$ cat config.mk
export PLATFORM = sky130hd
export DESIGN_NAME = tv_vram_arbiter
export DESIGN_NICKNAME = d
export VERILOG_FILES = /design/src/rtl/tv_vram_arbiter.sv
export SDC_FILE = /design/constraint.sdc
export NUM_CORES = 1
export LEC_CHECK = 0
export CAP_MARGIN = 10
export CORE_MARGIN = 2
export CORE_UTILIZATION = 48
export DETAILED_ROUTE_END_ITERATION = 10
export PLACE_DENSITY_LB_ADDON = 0.05
export SETUP_SLACK_MARGIN = 0.02
export SLEW_MARGIN = 40
export SYNTH_ARGS = -nofsm -noshare
export SYNTH_HDL_FRONTEND = slang
export SYNTH_SLANG_ARGS = --single-unit
export TNS_END_PERCENT = 20
$ cat constraint.sdc
create_clock -name clk -period 4.3 [get_ports clk]
set_input_delay 0.43 -clock clk [delete_from_list [all_inputs] [get_ports clk]]
set_output_delay 0.43 -clock clk [all_outputs]
set_load 0.02 [all_outputs]
$ cat src/rtl/tv_vram_arbiter.sv
// Single-port video RAM arbiter: strict-priority TV bitmap prefetch plus a host req/ack port.
// Optional build macro TVARB_BLANK_ONLY_EN limits host accesses to vertical blanking.
module tv_vram_arbiter #(
   parameter int unsigned ADDR_W         = 14,
   parameter int unsigned DATA_W         = 16,
   parameter int unsigned WORDS_PER_LINE = 32,
   parameter int unsigned ACTIVE_LINES   = 288,
   parameter int unsigned LAST_X         = 639,
   parameter int unsigned LAST_Y         = 308
) (
   input  logic              clk,
   input  logic              rst_n,
   input  logic              clk10,
   input  logic [9:0]        xpos,
   input  logic [8:0]        ypos,
   input  logic              host_req,
   input  logic              host_we,
   input  logic [ADDR_W-1:0] host_addr,
   input  logic [DATA_W-1:0] host_wdata,
   output logic              host_ack,
   output logic [DATA_W-1:0] host_rdata,
   output logic [ADDR_W-1:0] ram_addr,
   output logic              ram_we,
   output logic [DATA_W-1:0] ram_wdata,
   input  logic [DATA_W-1:0] ram_rdata,
   output logic [DATA_W-1:0] vid_word,
   output logic              vid_load
);

   localparam int unsigned WordBits = $clog2(WORDS_PER_LINE);
   localparam int unsigned LineBits = ADDR_W - WordBits;

   typedef enum logic [2:0] {
      StIdle, StVidRd, StVidCap, StHostRd, StHostCap, StHostWr
   } state_e;

   state_e              state_q, state_d;
   logic                vid_pend_q;
   logic [ADDR_W-1:0]   vid_addr_q;
   logic [DATA_W-1:0]   vid_next_q;
   logic [DATA_W-1:0]   host_rdata_q;

   logic [8:0]          next_line;
   logic                line_trig, word_trig, trig, handoff, host_ok;
   logic [8:0]          line_sel;
   logic [WordBits-1:0] word_sel;
   logic [ADDR_W-1:0]   trig_addr;
   logic                we_raw, ack_raw;

   assign next_line = (ypos == 9'(LAST_Y)) ? 9'd0 : ypos + 9'd1;

   // Word 0 of the next line is fetched at the end of the current one; words 1..31 mid-line.
   assign line_trig = clk10 && (xpos == 10'(LAST_X - 7)) && (next_line < 9'(ACTIVE_LINES));
   assign word_trig = clk10 && (ypos < 9'(ACTIVE_LINES)) && (xpos[3:0] == 4'd8) &&
                      (xpos[9:4] < 6'(WORDS_PER_LINE - 1));
   assign trig      = line_trig || word_trig;
   assign line_sel  = line_trig ? next_line : ypos;
   assign word_sel  = line_trig ? '0 : WordBits'(xpos[9:4] + 6'd1);
   assign trig_addr = {LineBits'(line_sel), word_sel};

   assign handoff = clk10 &&
                    (((xpos == 10'(LAST_X)) && (next_line < 9'(ACTIVE_LINES))) ||
                     ((ypos < 9'(ACTIVE_LINES)) && (xpos[3:0] == 4'hf) &&
                      (xpos < 10'(WORDS_PER_LINE * DATA_W - 1))));

`ifdef TVARB_BLANK_ONLY_EN
   assign host_ok = (ypos >= 9'(ACTIVE_LINES));
`else
   assign host_ok = 1'b1;
`endif

   always_comb begin
      state_d  = state_q;
      ram_addr = '0;
      we_raw   = 1'b0;
      ack_raw  = 1'b0;
      case (state_q)
         StIdle: begin
            // A trigger arriving this very cycle already beats a waiting host request.
            if (vid_pend_q || trig) begin
               state_d = StVidRd;
            end else if (host_req && host_ok) begin
               state_d = host_we ? StHostWr : StHostRd;
            end
         end
         StVidRd: begin
            ram_addr = vid_addr_q;
            state_d  = StVidCap;
         end
         StVidCap: begin
            ram_addr = vid_addr_q;
            state_d  = StIdle;
         end
         StHostRd: begin
            ram_addr = host_addr;
            state_d  = StHostCap;
         end
         StHostCap: begin
            ram_addr = host_addr;
            ack_raw  = 1'b1;
            state_d  = StIdle;
         end
         StHostWr: begin
            ram_addr = host_addr;
            we_raw   = 1'b1;
            ack_raw  = 1'b1;
            state_d  = StIdle;
         end
         default: state_d = StIdle;
      endcase
   end

   // Gating with rst_n keeps an access caught by reset from writing or acknowledging.
   assign ram_we     = we_raw && rst_n;
   assign host_ack   = ack_raw && rst_n;
   assign ram_wdata  = host_wdata;
   assign host_rdata = (state_q == StHostCap) ? ram_rdata : host_rdata_q;

   always_ff @(posedge clk) begin
      if (!rst_n) begin
         state_q      <= StIdle;
         vid_pend_q   <= 1'b0;
         vid_addr_q   <= '0;
         vid_next_q   <= '0;
         host_rdata_q <= '0;
         vid_word     <= '0;
         vid_load     <= 1'b0;
      end else begin
         state_q <= state_d;
         if (trig) begin
            vid_pend_q <= 1'b1;
            vid_addr_q <= trig_addr;
         end else if (state_q == StVidRd) begin
            vid_pend_q <= 1'b0;
         end
         if (state_q == StVidCap) vid_next_q <= ram_rdata;
         if (state_q == StHostCap) host_rdata_q <= ram_rdata;
         if (handoff) vid_word <= vid_next_q;
         vid_load <= handoff;
      end
   end

endmodule

==> reports/qor.txt <==
Vert. Die Dim = 89.17 um
Post-synth EDFFs = 0
first-pass GRT wire length = 14.37 mm
syn nets = 492
layout cells sized above 1 = 11.92%
Final Setup Violations = 0
CTS tree = built
wire length per cell = 15.18 um
status = finished, final reports clean
CP Capture Type = output port
worst slew pin tran = 723.0 ps
cts hold-fix bufs = 0
final hold viol count = 0
Max VDD drop = 217.8 uV
sequential area share after synthesis = 38.52%
Hold Path Class = flip-flop to flip-flop
CP startpoint kind = flip-flop
post-CTS setup buffer count = 0
minimum clock period = 3049 ps
vias = 3,222
Via density = 5.424
# nets final = 563
io pins = 135
DIE WIDTH = 89.17 um
Slew Limit Fails = 0
setup TNS = 0 ps
Tcrit/Tclk final = 70.91%
worst endpoint required time = 3870 ps
Worst-Skew Late Latency = 350 ps
kind of critical path = flip-flop to output port
CP max FO = 19
synthesized area = 0.003482 mm^2
initial DRC count = 152
H-tree levels = 3
Die Area = 0.007951 mm^2
dpl ws = 1147 ps
ys async rst share = 0%
Post-DRT Antenna Nets = 0
clock buffer depth = 2
Synth warnings = 0
Clock Sinks = 67
Area Overhead vs Synth = 31.58%
PortBufs = 102
antenna violations before repair = 0
CTS buffer count = 9
vias in the first global route = 2,909
Ant. Diodes = 0
GPL Wtd Cong = 0.8157
Yosys reg bits = 67
Lkg Pwr = 1.603 nW
detailed-route DRC error count = 0
Cell variety after synth = 48
Mean Syn Cell Area = 8.310 um^2
ys flop type = dfxtp_1
largest net degree at the start of global routing = 25
total of max-cap violations = 0
post-CTS sizing = 0
Final HPWL DP = 6.327 mm
core outline area = 0.007137 mm^2
root buffer cell = clkbuf_8
crit path DAT = 2620 ps
RSZ-0062 raised after global routing = no
register clock-pin slew on the reported worst setup and hold paths = 80 ps
f_max = 0.3280 GHz
drt total wl = 9.019 mm
Fill cells = 657
Mapped Cells = 419
Cell Pwr Density = 296.0 mW/mm^2
Clock Skews = 4.645 ps
first drt pass iteration count = 4
GRT Resource Usage Total = 23.31%
FP Rows = 31
Initial Util = 48.79%
gr ovfl total = 0
worst setup margin = 1251 ps
Rel. slew slack = 51.58%
==> cells in the final DEF (no fill, tap or decap), types with 6 or more instances in the layout <==
master           synthesis  layout
a21oi_1                 39      39
clkdlybuf4s50_1          0     101
clkbuf_8                 0      10
o21ai_1                 10      10
a211oi_1                 6       6
and2_1                  19      19
mux2i_1                  6       6
nand3_1                 24      24
dfxtp_1                 67      67
nand2_1                 64      64
o21ai_0                 22      22
nor2_1                  14      14
mux2_2                  26      26
a22oi_1                 14      14
==> state kept, by name (all words and copies together) (netlist names) <==
name / cells
host_rdata_q: 16
vid_next_q: 16
vid_word: 16
vid_addr_q: 14
state_q: 3
vid_load: 1
vid_pend_q: 1
==> metal layers <==
| layer | up-vias | wire length (um) | track usage (%) |
|---|---|---|---|
| met5 | - | 0 | 0 |
| met4 | 0 | 95 | 6.920 |
| met3 | 14 | 575 | 6.741 |
| met2 | 94 | 4063 | 36.30 |
| met1 | 1507 | 4285 | 31.49 |
| li1 | 1607 | - | - |
==> cell usage after synthesis, types with 3 or more instances <==
| library cell | number | area (um^2) |
|---|---|---|
| inv_1 | 5 | 18.77 |
| nor2b_1 | 4 | 25.02 |
| a22oi_1 | 14 | 105.1 |
| o21ai_0 | 22 | 110.1 |
| a211oi_1 | 6 | 45.04 |
| buf_4 | 18 | 135.1 |
| mux2_2 | 26 | 292.8 |
| nand3_1 | 24 | 120.1 |
| buf_2 | 6 | 30.03 |
| xnor2_1 | 3 | 26.28 |
| nor2_1 | 14 | 52.55 |
| nand4_1 | 3 | 18.77 |
| and2_1 | 19 | 118.9 |
| nand3b_1 | 5 | 37.54 |
| nand2_1 | 64 | 240.2 |
| nor3_1 | 3 | 15.01 |
| o21ai_1 | 10 | 50.05 |
| ha_1 | 3 | 37.54 |
| mux2i_1 | 6 | 60.06 |
| dfxtp_1 | 67 | 1341 |
| or2_2 | 3 | 18.77 |
| a21oi_1 | 39 | 195.2 |
| clkbuf_1 | 21 | 78.83 |
==> path summary, 6_finish.rpt <==
path	start	endpoint	slack, ps	cells after the start
max	state_q[2]	host_rdata[9]	1250	5
min	vid_next_q[10]	vid_next_q[10]	460	2
max reg2reg	state_q[1]	vid_next_q[2]	1980	4
min reg2reg	vid_next_q[10]	vid_next_q[10]	460	2
==> final cells by class <==
| class | instances | area (um^2) | area share, % |
|---|---|---|---|
| Clock buffer | 10 | 137.6 | 3.004 |
| Clock inverter | 6 | 40.04 | 0.8738 |
| Inverter | 5 | 18.77 | 0.4096 |
| Multi-Input combinational cell | 302 | 1882 | 41.07 |
| Sequential cell | 67 | 1341 | 29.27 |
| Timing Repair Buffer | 105 | 1039 | 22.67 |
| Tap cell | 99 | 123.9 | 2.703 |
==> stage by stage <==
step                      instance area, um^2  util [%]  cells  hold slack (ps)  total power [W]
after global placement                   4405     61.73    578            443.7        0.0008870
after CTS                                4581     64.18    594            457.5         0.001365
after floorplan                          3482         -    419            436.6        0.0008003
after global routing                     4582     64.20    594            479.5         0.001419
after detailed placement                 4403     61.69    578            446.7        0.0008909
final                                    4582     64.20    594            456.8         0.001356
==> report_power, final <==
| group | leakage [nW] | total [W] | internal (W) | switching, W |
|---|---|---|---|---|
| combinational | 0.968 | 0.000227 | 0.000111 | 0.000116 |
| clock | 0.0924 | 0.000479 | 0.000225 | 0.000254 |
| sequential | 0.542 | 0.000650 | 0.000636 | 0.0000144 |
| total | 1.60 | 0.00136 | 0.000972 | 0.000385 |
==> kinds of logic after synthesis <==
kind of cell	count (synthesis)	share of synthesized area [%]
xor+xnor	5	1.258
compound gates	108	19.30
buf+inv	50	7.546
fa+ha+maj	3	1.078
flops	67	38.52
mux	33	10.56
simple gates	153	21.74
==> critical path, cell delays in order, from the launching register on <==
cell	delay, ps
dfxtp_1	710
nor2b_1	230
nor2b_1	140
buf_4	250
mux2_2	370
clkdlybuf4s50_1	540
Note: power is estimated with default switching activity, not from simulation.
